===== src/rtl/pipe_ctrl_pkg.sv =====
// -----------------------------------------------------------------------------
// pipe_ctrl_pkg
// Shared definitions for the pipeline control unit of the five-stage RV64 core:
// address widths, the control FSM state encoding and the performance-counter
// saturation helper.
// -----------------------------------------------------------------------------
package pipe_ctrl_pkg;

    localparam int ADDR_W = 64;   // PC / jump-address width
    localparam int REG_AW = 5;    // register-address width

    typedef enum logic [1:0] {
        RUN      = 2'd0,
        MD_WAIT  = 2'd1,
        REDIRECT = 2'd2
    } state_e;

    localparam logic [31:0] PERF_CNT_MAX = 32'hFFFF_FFFF;

    // Saturating increment for the performance counters.
    function automatic logic [31:0] sat_inc(input logic [31:0] value);
        return (value == PERF_CNT_MAX) ? value : value + 32'd1;
    endfunction

endpackage : pipe_ctrl_pkg


===== src/rtl/load_use_det.sv =====
// -----------------------------------------------------------------------------
// load_use_det
// Purely combinational load-use hazard compare. Flags when the instruction in
// EX is a load whose (non-x0) destination is read by the instruction in decode.
// Kept separate so the forwarding unit can reuse the same compare.
//
// Ports:
//   i_rs1_addr  rs1 index read by decode (0 = no read)
//   i_rs2_addr  rs2 index read by decode (0 = no read)
//   i_mem_ren   instruction in EX is a load
//   i_rd_addr   destination of the instruction in EX
//   o_hazard    load-use hazard present this cycle
// -----------------------------------------------------------------------------
module load_use_det
    import pipe_ctrl_pkg::*;
(
    input  logic [REG_AW-1:0] i_rs1_addr,
    input  logic [REG_AW-1:0] i_rs2_addr,
    input  logic              i_mem_ren,
    input  logic [REG_AW-1:0] i_rd_addr,
    output logic              o_hazard
);

    logic w_rd_nonzero;
    logic w_rd_match;

    // x0 is hard-wired zero, so a load into it never creates a dependency.
    assign w_rd_nonzero = (i_rd_addr != '0);
    assign w_rd_match   = (i_rd_addr == i_rs1_addr) || (i_rd_addr == i_rs2_addr);
    assign o_hazard     = i_mem_ren && w_rd_nonzero && w_rd_match;

endmodule : load_use_det


===== src/rtl/pipe_ctrl.sv =====
// -----------------------------------------------------------------------------
// pipe_ctrl
// Pipeline control unit for the five-stage RV64 core. Issues one consistent
// hold / flush / redirect decision per cycle for the PC, IF/ID and ID/EX
// boundaries. Priority in RUN is jump > multi-cycle mul/div > load-use.
//
// Ports:
//   clk, rst                   core clock; synchronous active-low reset
//   id_rs1_addr_i/id_rs2_addr_i decode operand indices
//   ex_mem_ren_i, ex_rd_addr_i load in EX and its destination
//   ex_jump_en_i/ex_jump_addr_i taken branch/jump resolved in EX and target
//   ex_md_start_i, md_done_i   mul/div entered EX / result valid
//   hold_pc_o, hold_if_id_o, hold_id_ex_o   stage-register holds
//   flush_if_id_o, flush_id_ex_o            stage-register NOP loads
//   jump_en_o, jump_addr_o     PC redirect
//   busy_o                     FSM is not in RUN
//
// Optional feature (macro PIPE_CTRL_PERF_EN):
//   stall_cnt_o  cycles with hold_pc_o=1 (saturating)
//   flush_cnt_o  accepted jumps (saturating)
// -----------------------------------------------------------------------------
module pipe_ctrl
    import pipe_ctrl_pkg::*;
(
    input  logic              clk,
    input  logic              rst,
    input  logic [REG_AW-1:0] id_rs1_addr_i,
    input  logic [REG_AW-1:0] id_rs2_addr_i,
    input  logic              ex_mem_ren_i,
    input  logic [REG_AW-1:0] ex_rd_addr_i,
    input  logic              ex_jump_en_i,
    input  logic [ADDR_W-1:0] ex_jump_addr_i,
    input  logic              ex_md_start_i,
    input  logic              md_done_i,
    output logic              hold_pc_o,
    output logic              hold_if_id_o,
    output logic              hold_id_ex_o,
    output logic              flush_if_id_o,
    output logic              flush_id_ex_o,
    output logic              jump_en_o,
    output logic [ADDR_W-1:0] jump_addr_o,
`ifdef PIPE_CTRL_PERF_EN
    output logic [31:0]       stall_cnt_o,
    output logic [31:0]       flush_cnt_o,
`endif
    output logic              busy_o
);

    state_e r_state;
    state_e w_next_state;

    logic w_load_use;
    logic w_hold_pc;
    logic w_hold_if_id;
    logic w_hold_id_ex;
    logic w_flush_if_id;
    logic w_flush_id_ex;
    logic w_jump_en;

    load_use_det u_load_use_det (
        .i_rs1_addr (id_rs1_addr_i),
        .i_rs2_addr (id_rs2_addr_i),
        .i_mem_ren  (ex_mem_ren_i),
        .i_rd_addr  (ex_rd_addr_i),
        .o_hazard   (w_load_use)
    );

    // NOTE: state uses non-blocking assignment so every reader sees the
    // pre-edge value; the reset is synchronous, so it only takes effect on a
    // rising clock edge.
    always_ff @(posedge clk) begin
        if (!rst) begin
            r_state <= RUN;
        end else begin
            r_state <= w_next_state;
        end
    end

    // NOTE: every signal driven here gets a default first; without them any
    // path that skips an assignment would infer a latch.
    always_comb begin
        w_next_state  = r_state;
        w_hold_pc     = 1'b0;
        w_hold_if_id  = 1'b0;
        w_hold_id_ex  = 1'b0;
        w_flush_if_id = 1'b0;
        w_flush_id_ex = 1'b0;
        w_jump_en     = 1'b0;

        case (r_state)
            RUN: begin
                if (ex_jump_en_i) begin
                    w_jump_en     = 1'b1;
                    w_flush_if_id = 1'b1;
                    w_flush_id_ex = 1'b1;
                    w_next_state  = REDIRECT;
                end else if (ex_md_start_i) begin
                    // A mul/div that finishes in its first EX cycle needs no stall.
                    if (!md_done_i) begin
                        w_hold_pc    = 1'b1;
                        w_hold_if_id = 1'b1;
                        w_hold_id_ex = 1'b1;
                        w_next_state = MD_WAIT;
                    end
                end else if (w_load_use) begin
                    // Exactly one bubble; the hazard is re-evaluated next cycle.
                    w_hold_pc     = 1'b1;
                    w_hold_if_id  = 1'b1;
                    w_flush_id_ex = 1'b1;
                end
            end

            MD_WAIT: begin
                // Jumps and load-use cannot be acted on while EX is frozen.
                if (md_done_i) begin
                    w_next_state = RUN;
                end else begin
                    w_hold_pc    = 1'b1;
                    w_hold_if_id = 1'b1;
                    w_hold_id_ex = 1'b1;
                end
            end

            REDIRECT: begin
                // Discard the wrong-path fetch still in flight; load-use is
                // meaningless against a flushed instruction.
                w_flush_if_id = 1'b1;
                if (ex_jump_en_i) begin
                    w_jump_en     = 1'b1;
                    w_flush_id_ex = 1'b1;
                    w_next_state  = REDIRECT;
                end else begin
                    w_next_state = RUN;
                end
            end

            default: begin
                w_next_state = RUN;
            end
        endcase
    end

    // Outputs are forced low during reset; a flush on a register always
    // overrides a hold on the same register.
    assign hold_pc_o     = rst && w_hold_pc;
    assign hold_if_id_o  = rst && w_hold_if_id && !w_flush_if_id;
    assign hold_id_ex_o  = rst && w_hold_id_ex && !w_flush_id_ex;
    assign flush_if_id_o = rst && w_flush_if_id;
    assign flush_id_ex_o = rst && w_flush_id_ex;
    assign jump_en_o     = rst && w_jump_en;
    assign jump_addr_o   = jump_en_o ? ex_jump_addr_i : '0;
    assign busy_o        = rst && (r_state != RUN);

`ifdef PIPE_CTRL_PERF_EN
    logic [31:0] r_stall_cnt;
    logic [31:0] r_flush_cnt;

    always_ff @(posedge clk) begin
        if (!rst) begin
            r_stall_cnt <= '0;
            r_flush_cnt <= '0;
        end else begin
            if (hold_pc_o) begin
                r_stall_cnt <= sat_inc(r_stall_cnt);
            end
            if (jump_en_o) begin
                r_flush_cnt <= sat_inc(r_flush_cnt);
            end
        end
    end

    assign stall_cnt_o = r_stall_cnt;
    assign flush_cnt_o = r_flush_cnt;
`endif

endmodule : pipe_ctrl


===== config.mk =====
export PLATFORM = sky130hd
export DESIGN_NAME = pipe_ctrl
export DESIGN_NICKNAME = d
export VERILOG_FILES = /design/src/rtl/pipe_ctrl_pkg.sv /design/src/rtl/load_use_det.sv /design/src/rtl/pipe_ctrl.sv
export SDC_FILE = /design/constraint.sdc
export NUM_CORES = 1
export LEC_CHECK = 0
export CORE_MARGIN = 2
export CORE_UTILIZATION = 20
export DETAILED_ROUTE_END_ITERATION = 8
export PLACE_DENSITY = 0.87
export REMOVE_ABC_BUFFERS = 1
export SKIP_LAST_GASP = 1
export SLEW_MARGIN = 40
export SYNTH_ARGS = -nofsm -noshare
export SYNTH_HDL_FRONTEND = slang
export SYNTH_SLANG_ARGS = --single-unit

===== constraint.sdc =====
create_clock -name clk -period 1.77 [get_ports clk]
set_input_delay 0.354 -clock clk [delete_from_list [all_inputs] [get_ports clk]]
set_output_delay 0.354 -clock clk [all_outputs]
set_load 0.02 [all_outputs]

==> run_results.csv, run 1 <==
group,metric,value,unit
run_status,outcome,"complete, no violations",
worst_setup_path,critPathMaxFanout,3,
floorplan,die_y,64.86,um
floorplan,start_util,0.2054,
clock_tree,ctsLongestPathBuffers,2,
worst_setup_path,rr_worst_depth,4,
global_routing,grt_pass1_vias,1383,
floorplan,dieWidth,64.86,um
route,wirelength,4.354,mm
cells_and_area,multiInputGateArea,664.4,um^2
global_routing,grt_pass1_wl,6.375,mm
global_routing,grt_util_all_layers,0.1904,
clock_tree,cts_hold_buf,0,
synth,synth_compound_area_frac,0.07095,
worst_setup_path,crit_cells,6,
worst_setup_path,worstReg2RegStart,"r_state[0]$_SDFFE_PN0P_",
synth,synth_top_cells_by_count,"and3_1 (64), clkbuf_1 (10), xor2_1 (10)",
worst_setup_path,cp_top_family,"buffers and inverters",
route,drt_iter0_markers,60,
sta,slew_viol_final,0,
sta,skew,4.470,ps
synth,synthFlopType,"dfxtp_1",
cells_and_area,final_nets,359,
synth,synth_seq_cells,2,
sta,max_freq,568.3,MHz
placed_design,io_buffers,155,
synth,synth_edf_count,0,
cells_and_area,area_delta_synth_final,236.0,%
synth,synthTopCellsByArea,"and3_1 (54%), xor2_1 (12%), dfxtp_1 (5.4%), clkbuf_1 (5.1%), nor3_2 (2.7%)",
synth,synth-adder-area-share,0,
clock_tree,cts_max_level,1,
hold_path,hp-class,"input port to flop",
synth,yosysMostFrequentCell,"and3_1",
worst_setup_path,crit_buf_inv,2,
synth,synth_top_area_share,0.5405,
route,drtPass1Iterations,4,
run,max-cap-violations,0,
global_routing,grt_max_degree,40,
sta,setup_tns,0,ps
synth,synth_cell_types,21,
cells_and_area,reg_top3,"r_state x2",
synth,synthArstFlopShare,0,
floorplan,core_area,0.003606,mm^2
worst_setup_path,crit_path_start,"id_rs1_addr_i[3]",
clock_tree,cts_tree,"yes",
worst_setup_path,cp_data_required_time,1420,ps
sta,slew_headroom,0.8517,
cells_and_area,register_area,41.29,um^2
cells_and_area,regMostFlops,"r_state",
clock_tree,clk_latency,210,ps
global_routing,grt_overflow,0,
power,p_leak,1.293,nW
route,vias,1415,
route,viasPerCell,4.422,
synth,synth_top_family_by_area,"simple AND/OR/NAND/NOR gates",
route,drc,0,
sta,post-route-min-period,1760,ps
worst_setup_path,startpoint_type,"input port",
worst_setup_path,endpoint,"hold_pc_o",
clock_tree,cts.sinks,2,
global_routing,antenna_found_initial,0,
worst_setup_path,worst-setup-path-type,"input port to output port",
synth,synth_xor_area_frac,0.1182,
route,postRouteAntennaNets,0,
worst_setup_path,max_stage_delay,240,ps
clock_tree,numCtsBuffers,3,
synth,synthMuxAreaShare,0,
worst_setup_path,path_cells,"dlygate4sd2_1 -> xor2_1 -> nor2_1 -> a22oi_2 -> o31ai_1 -> buf_2",
worst_setup_path,endpoint_kind,"output port",
synth,synthCells,113,
power,ir_worst_vdd,194.5,uV
synth,yosysWarnings,0,
floorplan,die-area,0.004206,mm^2
cells_and_area,fin_util,0.6901,
placed_design,dpl.hpwl,3.382,mm
sta,hold_viol,0,
worst_setup_path,crit_path_top_delay_cell,"dlygate4sd2_1",
synth,yosys.area_share.simple,0.6655,
sta,worst_pin_slew,222.2,ps
power,powerDensity,310.6,mW/mm^2
floorplan,rows,22,
cells_and_area,num-fill-cells,301,
cells_and_area,fin_cells,320,
cells_and_area,antenna_cells,0,
worst_setup_path,timing.rr.end,"r_state[0]$_SDFFE_PN0P_",
clock_tree,clk_pin_slew,20,ps
sta,rsz0062_at_grt,"true",
route,wl_per_cell,13.61,um
sta,finalCritPeriodShare,0.9942,
sta,finalSetupViolations,0,
cells_and_area,drive_gt1_frac,0.3676,
worst_setup_path,worstPathArrival,1410,ps
synth,avgSynthCellArea,6.555,um^2
clock_tree,cts-root-buf,"clkbuf_8",
synth,seq_area_frac_synth,0.05405,
placed_design,place_congestion,0.7590,
cells_and_area,largest_reg_flops,2,
synth,yosysTopAreaCell,"and3_1",
worst_setup_path,ff2ff_setup_slack,860,ps
placed_design,placed_cells,312,
floorplan,io_pins,156,
synth,syn_area,740.7,um^2
==> cell families after synthesis <==
group                     count (synthesis)
buffers and inverters                    16
and+or+nand+nor                          78
xor gates and xnor gates                 10
AOI/OAI and AO/OA                         7
DFF                                       2
==> layer usage <==
metal,up-vias,part of all wire,GRT usage,routed length [um]
met5,-,0,0,0
met4,0,0.016,0.05585,68
met3,6,0.079,0.05035,342
met2,72,0.51,0.3376,2211
met1,615,0.40,0.2226,1731
li1,722,-,-,-
==> placed cells by master (no fill, tap or decap), types with 2 or more instances in the layout <==
cell	synthesis	routed
nor3_2	2	2
buf_6	0	2
dlygate4sd2_1	0	8
inv_1	2	2
o31ai_1	2	2
nor2_1	5	4
xor2_1	10	8
dlymetal6s2s_1	0	2
o21a_1	2	2
and2_1	2	2
clkbuf_8	0	3
buf_2	1	20
buf_12	0	4
clkbuf_2	2	7
clkbuf_16	0	2
and3_1	64	64
clkdlybuf4s50_1	0	65
buf_4	0	7
clkdlybuf4s15_2	0	46
xor2_2	0	2
clkdlybuf4s15_1	0	7
==> how the worst min path moves through the flow <==
stage	start	to	slack [ps]	depth (start not counted)
detailed placement	r_state[0]$_SDFFE_PN0P_	r_state[1]$_SDFFE_PN0P_	650	2
global route	rst	r_state[0]$_SDFFE_PN0P_	680	5
floorplan	ex_jump_en_i	r_state[1]$_SDFFE_PN0P_	480	1
finish	rst	r_state[0]$_SDFFE_PN0P_	630	5
global placement	r_state[0]$_SDFFE_PN0P_	r_state[1]$_SDFFE_PN0P_	650	2
CTS	rst	r_state[0]$_SDFFE_PN0P_	630	5
==> power by group <==
group	switching [mW]	internal, mW
Clock	0.0320	0.143
Combinational	0.229	0.319
Sequential	0.00188	0.0477
Total	0.263	0.510
==> worst reg2reg max path: stages (launching register included) <==
cell      delay, ps
dfxtp_2         320
buf_4           130
o211ai_1        160
buf_4           160
inv_1            40
==> cell type report <==
class                           instances  area share
Inverter                                2    0.003017
Clock buffer                            3     0.01659
Multi-Input combinational cell         95      0.2670
Timing Repair Buffer                  170      0.6727
Tap cell                               48     0.02413
Sequential cell                         2     0.01659
==> stage by stage <==
step	hold WS [ps]	power, mW	setup WS [ps]	cell area [um^2]
detailed placement	651.2	0.6094	-817.2	2405
finish	634.5	0.7730	10.25	2489
global route	676.2	0.8232	-58.30	2489
floorplan	475.7	0.2318	-305.9	680.7
global placement	646.3	0.6031	-757.9	2405
CTS	632.5	0.7640	-7.513	2502
==> timing repair <==
item,4_1_cts,5_1_grt
cloned,0,2
setup buffers,1,2
pin swaps,13,5
endpoints found under the setup margin,71,69
resized for setup,245,27
(Power assumes the default switching activity.)
==> run 2, diff against run 1 <==
--- a/config.mk
+++ b/config.mk
@@ -7,8 +7,9 @@
 export LEC_CHECK = 0
 export CORE_MARGIN = 2
 export CORE_UTILIZATION = 20
+export CTS_CLUSTER_DIAMETER = 120
 export DETAILED_ROUTE_END_ITERATION = 8
-export PLACE_DENSITY = 0.87
+export PLACE_DENSITY = 0.95
 export REMOVE_ABC_BUFFERS = 1
 export SKIP_LAST_GASP = 1
 export SLEW_MARGIN = 40
==> run_results.csv, run 2 (synthesized netlist as in run 1, its figures left out) <==
group,metric,value,unit
run_status,outcome,"complete, no violations",
worst_setup_path,critPathMaxFanout,39,
power,power_frac_seq,0.068,
global_routing,grt_max_degree,49,
global_routing,grt_util_all_layers,0.2013,
sta,slew_viol_final,0,
placed_design,placed_cells,311,
floorplan,io_pins,156,
run,max-cap-violations,0,
sta,post-route-min-period,1750,ps
hold_path,min_from,"rst",
cells_and_area,drive_gt1_frac,0.3708,
sta,holdWs,555.6,ps
floorplan,die-area,0.004206,mm^2
cells_and_area,num-fill-cells,330,
worst_setup_path,endpoint_kind,"output port",
power,powerDensity,336.9,mW/mm^2
worst_setup_path,ff2ff_setup_slack,850,ps
cells_and_area,register_area,41.29,um^2
cells_and_area,regMostFlops,"r_state",
placed_design,dpl.hpwl,3.662,mm
sta,slew_headroom,0.8415,
cells_and_area,reg_top3,"r_state x2",
global_routing,gr-usage-met3,0.06771,
power,swShare,0.3592,
clock_tree,cts.sinks,2,
power,switching_power,0.2584,mW
clock_tree,cts_max_level,1,
cells_and_area,multiInputGateArea,654.4,um^2
power,p_leak,1.222,nW
worst_setup_path,worstPathArrival,1400,ps
cells_and_area,finalInstanceArea,0.002136,mm^2
clock_tree,cts_tree,"yes",
worst_setup_path,worst-setup-path-type,"flop to output port",
sta,finalCritPeriodShare,0.9888,
cells_and_area,layout_common_cells,"clkdlybuf4s50_1 (66), and3_1 (64), clkbuf_2 (57)",
clock_tree,ctsLongestPathBuffers,2,
sta,hold_viol,0,
worst_setup_path,worstReg2RegStart,"r_state[0]$_SDFFE_PN0P_",
floorplan,core_area,0.003606,mm^2
power,cellInternalPower,0.4611,mW
global_routing,antenna_found_initial,0,
placed_design,dpl_cell_area,0.002385,mm^2
cells_and_area,largest_reg_flops,2,
global_routing,grt_busiest_layer,"met2",
cells_and_area,antenna_cells,0,
route,viasPerCell,4.492,
cells_and_area,area_delta_synth_final,188.3,%
sta,finalSetupViolations,0,
cells_and_area,final_common_cell,"clkdlybuf4s50_1",
floorplan,start_util,0.2054,
cells_and_area,final_nets,354,
clock_tree,numCtsBuffers,3,
worst_setup_path,crit_path_start,"r_state[0]$_SDFFE_PN0P_",
placed_design,place_congestion,0.8640,
route,wl_per_cell,14.03,um
clock_tree,cts-root-buf,"clkbuf_8",
route,wirelength,4.420,mm
hold_path,hp-class,"input port to flop",
route,drc,0,
clock_tree,clk_latency,210,ps
worst_setup_path,startpoint_type,"flop",
sta,worst_pin_slew,237.7,ps
floorplan,rows,22,
global_routing,grt_overflow,0,
cells_and_area,fin_cells,315,
global_routing,grt_util_met1,0.2351,
sta,rsz0062_at_grt,"true",
clock_tree,clk_pin_slew,30,ps
route,drtPass1Iterations,4,
floorplan,dieWidth,64.86,um
placed_design,io_buffers,155,
floorplan,die_y,64.86,um
route,drt_iter0_markers,97,
global_routing,grt_pass1_vias,1357,
global_routing,grt_pass1_wl,6.589,mm
worst_setup_path,cp_data_required_time,1420,ps
global_routing,globalRouteMet2Util,0.3505,
route,vias,1415,
power,clockPowerShare,0.246,
sta,max_freq,571.4,MHz
route,postRouteAntennaNets,0,
power,ir_worst_vdd,186.5,uV
clock_tree,cts_hold_buf,0,
sta,skew,3.645,ps
power,comb_power_share,0.685,
[run 2: cell type report]
type | count | area share
tap | 48 | 0.02812
sequential | 2 | 0.01933
inverter | 2 | 0.003515
clock buffer | 3 | 0.01933
multi-input combinational | 95 | 0.3064
timing repair buffer | 165 | 0.6233
[run 2: power groups by stage]
stage | clock [mW] | combinational [mW] | sequential, mW
2_1_floorplan | 0 | 0.182 | 0.0498
3_3_place_gp | 0 | 0.549 | 0.0496
3_5_place_dp | 0 | 0.557 | 0.0496
4_1_cts | 0.182 | 0.518 | 0.0491
5_1_grt | 0.189 | 0.529 | 0.0495
6_report | 0.177 | 0.493 | 0.0493
[run 2: worst paths after layout]
path         cells after the start                      end
min reg2reg                      4  r_state[0]$_SDFFE_PN0P_
max reg2reg                      4  r_state[0]$_SDFFE_PN0P_
min                              4  r_state[0]$_SDFFE_PN0P_
max                              4          jump_addr_o[58]
[run 2: per-stage QoR]
stage          utilization  setup TNS, ps  worst slack (ps)  total power, mW
2_1_floorplan            -         -729.8            -305.9           0.2318
3_3_place_gp        0.6613         -45940            -764.6           0.5983
3_5_place_dp        0.6613         -48380            -803.3           0.6066
4_1_cts             0.6662              0           0.02776           0.7486
5_1_grt             0.5923         -359.4            -55.35           0.7676
6_report            0.5923              0             19.86           0.7195
[run 2: per-layer routing]
metal,vias to the layer above,share of wire
met5,-,0
met4,0,0.020
met1,623,0.38
li1,713,-
met3,8,0.077
met2,71,0.52
[run 2: timing repair]
| item | 4_1_cts | 5_1_grt |
|---|---|---|
| pin swaps | 13 | 10 |
| endpoints found under the setup margin | 71 | 69 |
| buffers inserted | 1 | 0 |
| gates resized for setup | 197 | 73 |
[run 2: worst max-delay path, stage by stage (launching register included)]
cell	delay, ps
dfxtp_2	320
nor2b_4	180
buf_12	200
and3_1	190
clkdlybuf4s15_2	280
==> run 3, diff against run 2 <==
--- a/config.mk
+++ b/config.mk
@@ -9,6 +9,7 @@
 export CORE_UTILIZATION = 20
 export CTS_CLUSTER_DIAMETER = 120
 export DETAILED_ROUTE_END_ITERATION = 8
+export GPL_TIMING_DRIVEN = 1
 export PLACE_DENSITY = 0.95
 export REMOVE_ABC_BUFFERS = 1
 export SKIP_LAST_GASP = 1
==> results of run 3 <==
No change in the layout: final DEF, timing and power equal those of run 2.
